### src/rtl/cpu_ctrl_pkg.sv
// Purpose: shared encodings for the hardwired control sequencer (T-states, opcodes, IR fields, strobe bundles).
// Latency: n/a (types and constants only).
// Backpressure: n/a.
package cpu_ctrl_pkg;

    // T-state encoding; values are visible on the debug state port.
    typedef enum logic [3:0] {
        RESET = 4'd0,
        T0    = 4'd1,
        T1    = 4'd2,
        T2    = 4'd3,
        T3    = 4'd4,
        T4    = 4'd5,
        T5    = 4'd6,
        HALT  = 4'd7
    } state_t;

    // R-format opcodes; 13..31 are illegal.
    localparam logic [4:0] OP_ADD  = 5'd0;
    localparam logic [4:0] OP_SUB  = 5'd1;
    localparam logic [4:0] OP_AND  = 5'd2;
    localparam logic [4:0] OP_OR   = 5'd3;
    localparam logic [4:0] OP_SHR  = 5'd4;
    localparam logic [4:0] OP_SHRA = 5'd5;
    localparam logic [4:0] OP_SHL  = 5'd6;
    localparam logic [4:0] OP_ROR  = 5'd7;
    localparam logic [4:0] OP_ROL  = 5'd8;
    localparam logic [4:0] OP_NEG  = 5'd9;
    localparam logic [4:0] OP_NOT  = 5'd10;
    localparam logic [4:0] OP_MUL  = 5'd11;
    localparam logic [4:0] OP_DIV  = 5'd12;

    // IR field positions.
    localparam int IR_OP_MSB = 31;
    localparam int IR_RA_LSB = 23;
    localparam int IR_RB_LSB = 19;
    localparam int IR_RC_LSB = 15;
    localparam int IR_REG_W  = 4;

    // Datapath strobes other than the register selects and ALU selects.
    typedef struct packed {
        logic pc_out;
        logic pc_in;
        logic inc_pc;
        logic mar_in;
        logic mdr_in;
        logic mdr_out;
        logic read;
        logic ir_in;
        logic y_in;
        logic z_in;
        logic zlow_out;
        logic zhigh_out;
        logic hi_in;
        logic lo_in;
    } strobe_t;

    // One-hot ALU operation select.
    typedef struct packed {
        logic sel_add;
        logic sel_sub;
        logic sel_and;
        logic sel_or;
        logic sel_shr;
        logic sel_shra;
        logic sel_shl;
        logic sel_ror;
        logic sel_rol;
        logic sel_neg;
        logic sel_not;
        logic sel_mul;
        logic sel_div;
    } alu_sel_t;

endpackage

### src/rtl/reg_select_decoder.sv
// Purpose: 4-bit register index + enable -> NREGS-wide one-hot select (index masked to log2(NREGS) bits).
// Latency: combinational.
// Backpressure: none.
// Ports: idx (register index), en (select enable), onehot (NREGS-wide, at most one bit set).
module reg_select_decoder #(
    parameter int NREGS = 16
) (
    input  logic [3:0]       idx,
    input  logic             en,
    output logic [NREGS-1:0] onehot
);

    // Index bits actually addressable; higher index bits are dropped.
    localparam int         IW   = ($clog2(NREGS) < 4) ? $clog2(NREGS) : 4;
    localparam logic [3:0] MASK = 4'((1 << IW) - 1);

    logic [3:0] idx_m;

    assign idx_m = idx & MASK;

    always_comb begin
        onehot = '0;
        for (int i = 0; i < NREGS; i++) begin
            onehot[i] = en && (idx_m == 4'(i));
        end
    end

endmodule

### src/rtl/control_sequencer.sv
// Purpose: hardwired fetch/execute sequencer driving datapath strobes, register selects and ALU selects from T-state and IR.
// Latency: 5 cycles per instruction (T0-T4), 6 for MUL/DIV, 3 for an illegal opcode NOP.
// Backpressure: none; stop halts at the next instruction boundary. Build option ILLEGAL_OP_HALT_EN halts on illegal opcodes.
// Ports: clk, reset (async active-high), IR (instruction from datapath), stop (halt request);
//        run, state (debug), R_in/R_out (one-hot register selects), datapath strobes, one-hot ALU selects.
module control_sequencer
    import cpu_ctrl_pkg::*;
#(
    parameter int NREGS = 16,
    parameter int OPW   = 5
) (
    input  logic             clk,
    input  logic             reset,
    input  logic [31:0]      IR,
    input  logic             stop,
    output logic             run,
    output logic [3:0]       state,
    output logic [NREGS-1:0] R_in,
    output logic [NREGS-1:0] R_out,
    output logic             PCout,
    output logic             PCin,
    output logic             IncPC,
    output logic             MARin,
    output logic             MDRin,
    output logic             MDRout,
    output logic             Read,
    output logic             IRin,
    output logic             Yin,
    output logic             Zin,
    output logic             Zlowout,
    output logic             Zhighout,
    output logic             HIin,
    output logic             LOin,
    output logic             AND,
    output logic             OR,
    output logic             ADD,
    output logic             SUB,
    output logic             MUL,
    output logic             DIV,
    output logic             SHR,
    output logic             SHRA,
    output logic             SHL,
    output logic             ROR,
    output logic             ROL,
    output logic             NEG,
    output logic             NOT
);

    // Opcode compared at least 5 bits wide so the 5-bit opcode constants fit.
    localparam int OPX = (OPW > 5) ? OPW : 5;

    state_t        state_q;
    state_t        state_nxt;
    state_t        end_nxt;
    strobe_t       strb;
    alu_sel_t      alu;
    logic [OPX-1:0] op_x;
    logic [3:0]    ra;
    logic [3:0]    rb;
    logic [3:0]    rc;
    logic [3:0]    rout_idx;
    logic          rin_en;
    logic          rout_en;
    logic          op_legal;
    logic          op_unary;
    logic          op_muldiv;
    logic          unused_ir;

    assign op_x = OPX'(IR[IR_OP_MSB -: OPW]);
    assign ra   = IR[IR_RA_LSB +: IR_REG_W];
    assign rb   = IR[IR_RB_LSB +: IR_REG_W];
    assign rc   = IR[IR_RC_LSB +: IR_REG_W];

    // Immediate/unused R-format bits.
    assign unused_ir = ^IR[IR_RC_LSB-1:0];

    assign op_legal  = (op_x <= OPX'(OP_DIV));
    assign op_unary  = (op_x == OPX'(OP_NEG)) || (op_x == OPX'(OP_NOT));
    assign op_muldiv = (op_x == OPX'(OP_MUL)) || (op_x == OPX'(OP_DIV));

    // Last edge of every instruction: stop turns the return to fetch into a halt.
    assign end_nxt = stop ? HALT : T0;

    function automatic alu_sel_t alu_decode(input logic [OPX-1:0] op);
        alu_sel_t s;
        s = '0;
        case (op)
            OPX'(OP_ADD):  s.sel_add  = 1'b1;
            OPX'(OP_SUB):  s.sel_sub  = 1'b1;
            OPX'(OP_AND):  s.sel_and  = 1'b1;
            OPX'(OP_OR):   s.sel_or   = 1'b1;
            OPX'(OP_SHR):  s.sel_shr  = 1'b1;
            OPX'(OP_SHRA): s.sel_shra = 1'b1;
            OPX'(OP_SHL):  s.sel_shl  = 1'b1;
            OPX'(OP_ROR):  s.sel_ror  = 1'b1;
            OPX'(OP_ROL):  s.sel_rol  = 1'b1;
            OPX'(OP_NEG):  s.sel_neg  = 1'b1;
            OPX'(OP_NOT):  s.sel_not  = 1'b1;
            OPX'(OP_MUL):  s.sel_mul  = 1'b1;
            OPX'(OP_DIV):  s.sel_div  = 1'b1;
            default:       s = '0;
        endcase
        return s;
    endfunction

    always_ff @(posedge clk or posedge reset) begin
        if (reset) begin
            state_q <= RESET;
        end else begin
            state_q <= state_nxt;
        end
    end

    always_comb begin
        state_nxt = state_q;
        strb      = '0;
        alu       = '0;
        rin_en    = 1'b0;
        rout_en   = 1'b0;
        rout_idx  = rb;
        case (state_q)
            RESET: begin
                state_nxt = T0;
            end
            T0: begin
                strb.inc_pc = 1'b1;
                strb.pc_in  = 1'b1;
                strb.mar_in = 1'b1;
                strb.read   = 1'b1;
                strb.mdr_in = 1'b1;
                state_nxt   = T1;
            end
            T1: begin
                strb.mdr_out = 1'b1;
                strb.ir_in   = 1'b1;
                state_nxt    = T2;
            end
            T2: begin
                if (op_legal) begin
                    rout_en   = 1'b1;
                    rout_idx  = rb;
                    strb.y_in = 1'b1;
                    state_nxt = T3;
                end else begin
`ifdef ILLEGAL_OP_HALT_EN
                    state_nxt = HALT;
`else
                    // Illegal opcode retires as a NOP at this edge.
                    state_nxt = end_nxt;
`endif
                end
            end
            T3: begin
                rout_en   = 1'b1;
                rout_idx  = op_unary ? rb : rc;
                strb.z_in = 1'b1;
                alu       = alu_decode(op_x);
                state_nxt = T4;
            end
            T4: begin
                strb.zlow_out = 1'b1;
                if (op_muldiv) begin
                    // Low half of the product/quotient goes to LO; no GPR write.
                    strb.lo_in = 1'b1;
                    state_nxt  = T5;
                end else begin
                    rin_en    = 1'b1;
                    state_nxt = end_nxt;
                end
            end
            T5: begin
                strb.zhigh_out = 1'b1;
                strb.hi_in     = 1'b1;
                state_nxt      = end_nxt;
            end
            HALT: begin
                state_nxt = HALT;
            end
            default: begin
                state_nxt = RESET;
            end
        endcase
    end

    reg_select_decoder #(.NREGS(NREGS)) u_rin_dec (
        .idx    (ra),
        .en     (rin_en),
        .onehot (R_in)
    );

    reg_select_decoder #(.NREGS(NREGS)) u_rout_dec (
        .idx    (rout_idx),
        .en     (rout_en),
        .onehot (R_out)
    );

    assign run   = (state_q != RESET) && (state_q != HALT);
    assign state = state_q;

    assign PCout    = strb.pc_out;
    assign PCin     = strb.pc_in;
    assign IncPC    = strb.inc_pc;
    assign MARin    = strb.mar_in;
    assign MDRin    = strb.mdr_in;
    assign MDRout   = strb.mdr_out;
    assign Read     = strb.read;
    assign IRin     = strb.ir_in;
    assign Yin      = strb.y_in;
    assign Zin      = strb.z_in;
    assign Zlowout  = strb.zlow_out;
    assign Zhighout = strb.zhigh_out;
    assign HIin     = strb.hi_in;
    assign LOin     = strb.lo_in;

    assign ADD  = alu.sel_add;
    assign SUB  = alu.sel_sub;
    assign AND  = alu.sel_and;
    assign OR   = alu.sel_or;
    assign SHR  = alu.sel_shr;
    assign SHRA = alu.sel_shra;
    assign SHL  = alu.sel_shl;
    assign ROR  = alu.sel_ror;
    assign ROL  = alu.sel_rol;
    assign NEG  = alu.sel_neg;
    assign NOT  = alu.sel_not;
    assign MUL  = alu.sel_mul;
    assign DIV  = alu.sel_div;

endmodule

### config.mk
export PLATFORM = sky130hd
export DESIGN_NAME = control_sequencer
export DESIGN_NICKNAME = d
export VERILOG_FILES = /design/src/rtl/cpu_ctrl_pkg.sv /design/src/rtl/reg_select_decoder.sv /design/src/rtl/control_sequencer.sv
export SDC_FILE = /design/constraint.sdc
export NUM_CORES = 1
export LEC_CHECK = 0
export BUFFER_PORTS_ARGS = -buffer_cell sky130_fd_sc_hd__buf_2
export CAP_MARGIN = 20
export CORE_ASPECT_RATIO = 1.5
export CORE_MARGIN = 2
export CORE_UTILIZATION = 33
export DETAILED_ROUTE_END_ITERATION = 12
export PLACE_DENSITY = 0.88
export SLEW_MARGIN = 20
export SYNTH_ARGS = -nofsm -noshare
export SYNTH_HDL_FRONTEND = slang
export SYNTH_SLANG_ARGS = --single-unit
### constraint.sdc
create_clock -name clk -period 2.4 [get_ports clk]
set_input_delay 0.36 -clock clk [delete_from_list [all_inputs] [get_ports clk]]
set_output_delay 0.36 -clock clk [all_outputs]
set_load 0.05 [all_outputs]
======== After elaboration in Yosys (flattened, before gate mapping) ========
Cells that the tools add are included.
storage, ports and cells
  bits in read-only memories .............. 0
  RAM bits ................................ 0
  input port bits ......................... 35
  latch bits .............................. 0
  memories kept ........................... 0
  bits in registers ....................... 4
cells by class
  $mul .................................... 0
  divide/modulo/power cells ............... 0
  bitwise logic cells ..................... 0
  $lt $le $gt $ge ......................... 1
  add/sub/neg operators ................... 0
  shifts and indexed selects .............. 0
  reductions and logical operators ........ 40
  equal/unequal tests ..................... 50
  muxes and demuxes ....................... 33
operators by type and width
  operator                                                        number
  == test 4 bit, second input constant                            16
  == test 4 x 3 -> 1 bit, second input constant                   12
  logical AND 1 bit                                               33
  == test 5 x 4 -> 1 bit, second input constant                   5
  == test 4 x 2 -> 1 bit, second input constant                   6
  case mux 3 bit (8 select lines)                                 1
  2-to-1 mux 1 bit                                                23
  == test 5 x 3 -> 1 bit, second input constant                   4
  2-to-1 mux 13 bit                                               1
  == test 4 x 1 -> 1 bit, second input constant                   3
  zero test 4 bit                                                 3
  2-to-1 mux 4 bit                                                3
  == test 5 x 2 -> 1 bit, second input constant                   2
  2-to-1 mux 3 bit                                                3
  == test 5 x 1 -> 1 bit, second input constant                   1
  less-or-equal comparator 5 x 4 -> 1 bit, second input constant  1
  zero test 5 bit                                                 1
  != test 4 x 3 -> 1 bit, second input constant                   1
  nonzero test 4 bit                                              1
  logical OR 1 bit                                                2
  2-to-1 mux 2 bit                                                1
  case mux 1 bit (2 select lines)                                 1

======== Depth between registers and ports, before layout ========
  depth in word-level cells ............... 6
  mapped depth ............................ 6

======== Modules after synthesis ========
From an unflattened synthesis, not the netlist that was laid out.
second synthesis, totals
  cells, all modules ...................... 127
  area, all modules ....................... 779.5 sq um
modules (own cells, without submodules)
  module              cells an instance  area an instance (sq um)  instances  sequential area each (sq um)
  control_sequencer   81                 544.3                     1          75.1
  reg_select_decoder  23                 117.6                     2          0.0

======== Worst setup path after synthesis ========
Ideal clock, no wire load.
  kind .................................... register to output
  from .................................... register state_q[0] (netlist: state[0])
  to ...................................... output port R_out[0]
  stages on the path, launching flop included .. 7
  path buffers ............................ 1
  arrival ................................. 3033 ps
  setup slack ............................. -993 ps
  path through ............................ dfrtp_1 > buf_2 > or3b_4 > inv_1 > and4_1 > a221oi_2 > nor3_1
between the ends
  word-level cells in the longest chain between the ends .. 4
  elaborated cells between the ends (all ways) .. 6
  those cells by class .................... 2 x eq/ne; 2 x mux; 2 x reduce/logical
RTL lines
  item                    line                      text
  from (decl)             control_sequencer.sv:52   state_t state_q;
  from (signal assigned)  control_sequencer.sv:110  state_q <= state_nxt;
  == test 4 x 3 -> 1 bit  control_sequencer.sv:121  case (state_q)
  2-to-1 mux 4 bit        --
  zero test 4 bit         reg_select_decoder.sv:24  onehot[i] = en && (idx_m == 4'(i));
  logical AND 1 bit (*)   reg_select_decoder.sv:24
  to (decl)               control_sequencer.sv:19   output logic [NREGS-1:0] R_out,
Every way passes the cells marked *; elsewhere a longest branch is shown, timed or not.

======== Worst setup path after layout ========
  from .................................... register state_q[1] (netlist: state[1])
  to ...................................... output port R_out[14]
between the ends
  word-level cells in the longest chain between the ends .. 4
  elaborated cells between the ends (all ways) .. 6
  those cells by class .................... 3 x eq/ne; 2 x mux; 1 x reduce/logical
RTL lines
  item                    line
  == test 4 x 3 -> 1 bit  control_sequencer.sv:121
  2-to-1 mux 4 bit        --
  == test 4 bit           reg_select_decoder.sv:24
  logical AND 1 bit (*)   reg_select_decoder.sv:24
Marks and branches as above.

==> flow_summary.json <==
{
  "post-route-worst-setup-slack_ps": -77.0,
  "pwr-share-clk_pct": 6.0,
  "cp-start-kind": "register",
  "syn_to_final_growth_pct": 142,
  "setup_viol_count_final": 16,
  "die_h_um": 65.6,
  "critical_path_class": "reg2out",
  "fin_cells": 256,
  "port_buffers": 81,
  "grt_pass1_vias": 1238,
  "diodes": 0,
  "viasPerCell": 5.31,
  "clk_path_buf_depth": 2,
  "p_seq_share_pct": 6.3,
  "antenna_found_initial": 0,
  "drv_slew": 0,
  "switching_share_pct": 62.9,
  "cp_top_family": "simple AND/OR/NAND/NOR gates",
  "largest_register_ffs": 3,
  "post-route-cell-area_mm2": 0.00202,
  "cp.arrival_ps": 2120,
  "violations": "setup timing",
  "cts_tree": "yes",
  "start_util_pct": 34.5,
  "dpl_cell_area_mm2": 0.00168,
  "ys_top_cells_by_area": "nor2_1 (15%), nor3_1 (14%), dfrtp_1 (9.0%)",
  "die-area_mm2": 0.00296,
  "critPathRequiredTime_ps": 2040,
  "pin_count": 99,
  "skew_ps": 0.341,
  "crit_buf_inv": 2,
  "clockRootBuffer": "clkbuf_4",
  "placed_cells": 241,
  "drt-initial-drc-count": 27,
  "htree_levels": 1,
  "fin_util_pct": 83.6,
  "p_sw_mw": 0.921,
  "grt_pass1_wl_um": 5560,
  "synth_top_area_cell": "nor2_1",
  "rsz0062_at_grt": "true",
  "crit_path_start": "state[1]",
  "route.detailed.drc": 0,
  "ant_nets": 0,
  "synth_warnings": 0,
  "insertion_delay_ps": 230,
  "reg2reg_depth": 4,
  "drt_first_pass_iters": 4,
  "crit_cells": 6,
  "grtUsageTotal_pct": 24.4,
  "powerDensity_mw_per_mm2": 723,
  "hpwl_um": 2620,
  "period_minus_slack_ps": 2480,
  "worstPathMaxFanout": 8,
  "totalWireLength_um": 3680,
  "synth_cell_types": 36,
  "clock_sinks": 3,
  "p_leak_nw": 0.966,
  "gp_congestion": 0.787,
  "fin_setup_tns_ps": -887,
  "hold_path_startpoint": "stop",
  "cp-end-kind": "output pin",
  "internal-power_mw": 0.543,
  "die_x_um": 45.1,
  "cpPeakStageDelay_ps": 420,
  "cts_buffers": 3,
  "ys_ff_latch": 3,
  "cp_cell_sequence": "or3b_4 -> a21oi_4 -> buf_12 -> mux2_4 -> nor3_4 -> buf_6",
  "rows": 22,
  "path_clk_slew_ps": 40,
  "grt-ovfl-total": 0,
  "yosysTopAreaCellShare_pct": 15.3,
  "outcome": "finished with violations",
  "syn_area_per_cell_um2": 6.24,
  "power_frac_comb_pct": 87.7,
  "vdd_drop_max_mv": 0.987,
  "vias": 1360,
  "hold_ws_ps": 478,
  "cap_viol_max_count": 0,
  "syn_inst": 134,
  "r2r_start": "state[0]",
  "synth_area_um2": 836,
  "hold_class": "in2reg",
  "grt_max_degree": 16,
  "final_nets": 268,
  "n_fill_cell": 149,
  "critical-path-slowest-cell": "or3b_4",
  "hold_depth": 3,
  "core_area_mm2": 0.00242,
  "ys_seq_area_share_pct": 8.98,
  "wl_per_cell_um": 14.4,
  "timing.fmax_mhz": 404,
  "preCtsSetupSlack_ps": -81.0,
  "drive_above_1_share_pct": 75.0,
  "hold_viol": 0,
  "totalPowerFinal_mw": 1.46,
  "period_share_pct": 103
}
==> power groups by stage <==
stage,clock network [mW],logic (mW),registers (mW)
CTS,0.0902,1.25,0.0924
floorplan,0,0.814,0.198
detailed placement,0,1.16,0.0931
global route,0.101,1.35,0.0947
finish,0.0873,1.28,0.0924
global placement,0,1.14,0.0909
==> worst reg2reg max path, delay by kind of cell, from the launching register on <==
family                 cells  cell delay, ps
buffers and inverters      2             290
DFF                        1             390
AOI/OAI and AO/OA          2             460
==> metal layers <==
metal	track usage, %	wire (um)	vias to the layer above
li1	-	-	664
met1	25.4	1240	630
met2	48.4	2190	62
met3	3.57	215	4
met4	4.41	40	0
met5	0	0	-
==> timing repair <==
item | 4_1_cts | 5_1_grt
hold buffers | 1 | 0
endpoints found under the setup margin | 20 | 31
pin swaps | 6 | 7
resized for setup | 44 | 12
endpoints found under the hold margin | 3 | 0
setup buffers | 7 | 3
==> path summary, 6_finish.rpt <==
check / end / slack [ps]
worst max-delay path: R_out[14] / -80
worst min-delay path: state[2] / 480
worst max register to register: state[2] / 1130
worst min register to register: state[0] / 650
max in group asynchronous: state[2] / 1720
min in group asynchronous: state[1] / 540
==> final cells by class <==
class,instances,area (um2),area share [%]
well taps,24,30.0,1.48
repair buffers,103,797,39.4
flip-flops and latches,3,78.8,3.89
inverters,7,30.0,1.48
multi-input cells,115,1060,52.5
clock buffers,4,26.3,1.30
==> cell families after synthesis <==
| family | Yosys count | share of synthesized area [%] |
|---|---|---|
| and+or+nand+nor | 91 | 55.8 |
| buffers and inverters | 17 | 11.4 |
| AOI/OAI and AO/OA | 15 | 14.8 |
| muxes | 6 | 7.49 |
| DFF | 3 | 8.98 |
| xor gates and xnor gates | 1 | 1.05 |
| other | 1 | 0.449 |
==> synthesized netlist by cell type <==
| master | n |
|---|---|
| a211oi_1 | 1 |
| a21o_1 | 1 |
| a21oi_1 | 3 |
| a21oi_4 | 1 |
| a221oi_2 | 2 |
| a222oi_1 | 1 |
| a31o_2 | 1 |
| a31oi_1 | 1 |
| and3_1 | 2 |
| and4_1 | 2 |
| buf_2 | 1 |
| buf_4 | 8 |
| clkbuf_1 | 1 |
| conb_1 | 1 |
| dfrtp_1 | 3 |
| inv_1 | 7 |
| mux2_2 | 2 |
| mux2i_1 | 4 |
| nand2_1 | 4 |
| nand2b_1 | 6 |
| nand3_1 | 2 |
| nand3b_1 | 3 |
| nand4_1 | 1 |
| nand4b_1 | 2 |
| nor2_1 | 34 |
| nor2b_1 | 4 |
| nor3_1 | 24 |
| nor3b_1 | 2 |
| o21ai_0 | 3 |
| o31ai_1 | 1 |
| or2_2 | 1 |
| or3_1 | 1 |
| or3b_2 | 1 |
| or3b_4 | 1 |
| or4_1 | 1 |
| xor2_1 | 1 |
==> layout by cell type, fill, tap and decap left out, types with 5 or more instances in the layout <==
master and n:
nor3_4 19, buf_2 55, buf_12 7, buf_4 16, inv_1 5, nor2_1 10
clkbuf_4 8, nand2b_1 6, buf_6 19, nor2_2 23
No activity file was read; power rests on OpenSTA's default activity.
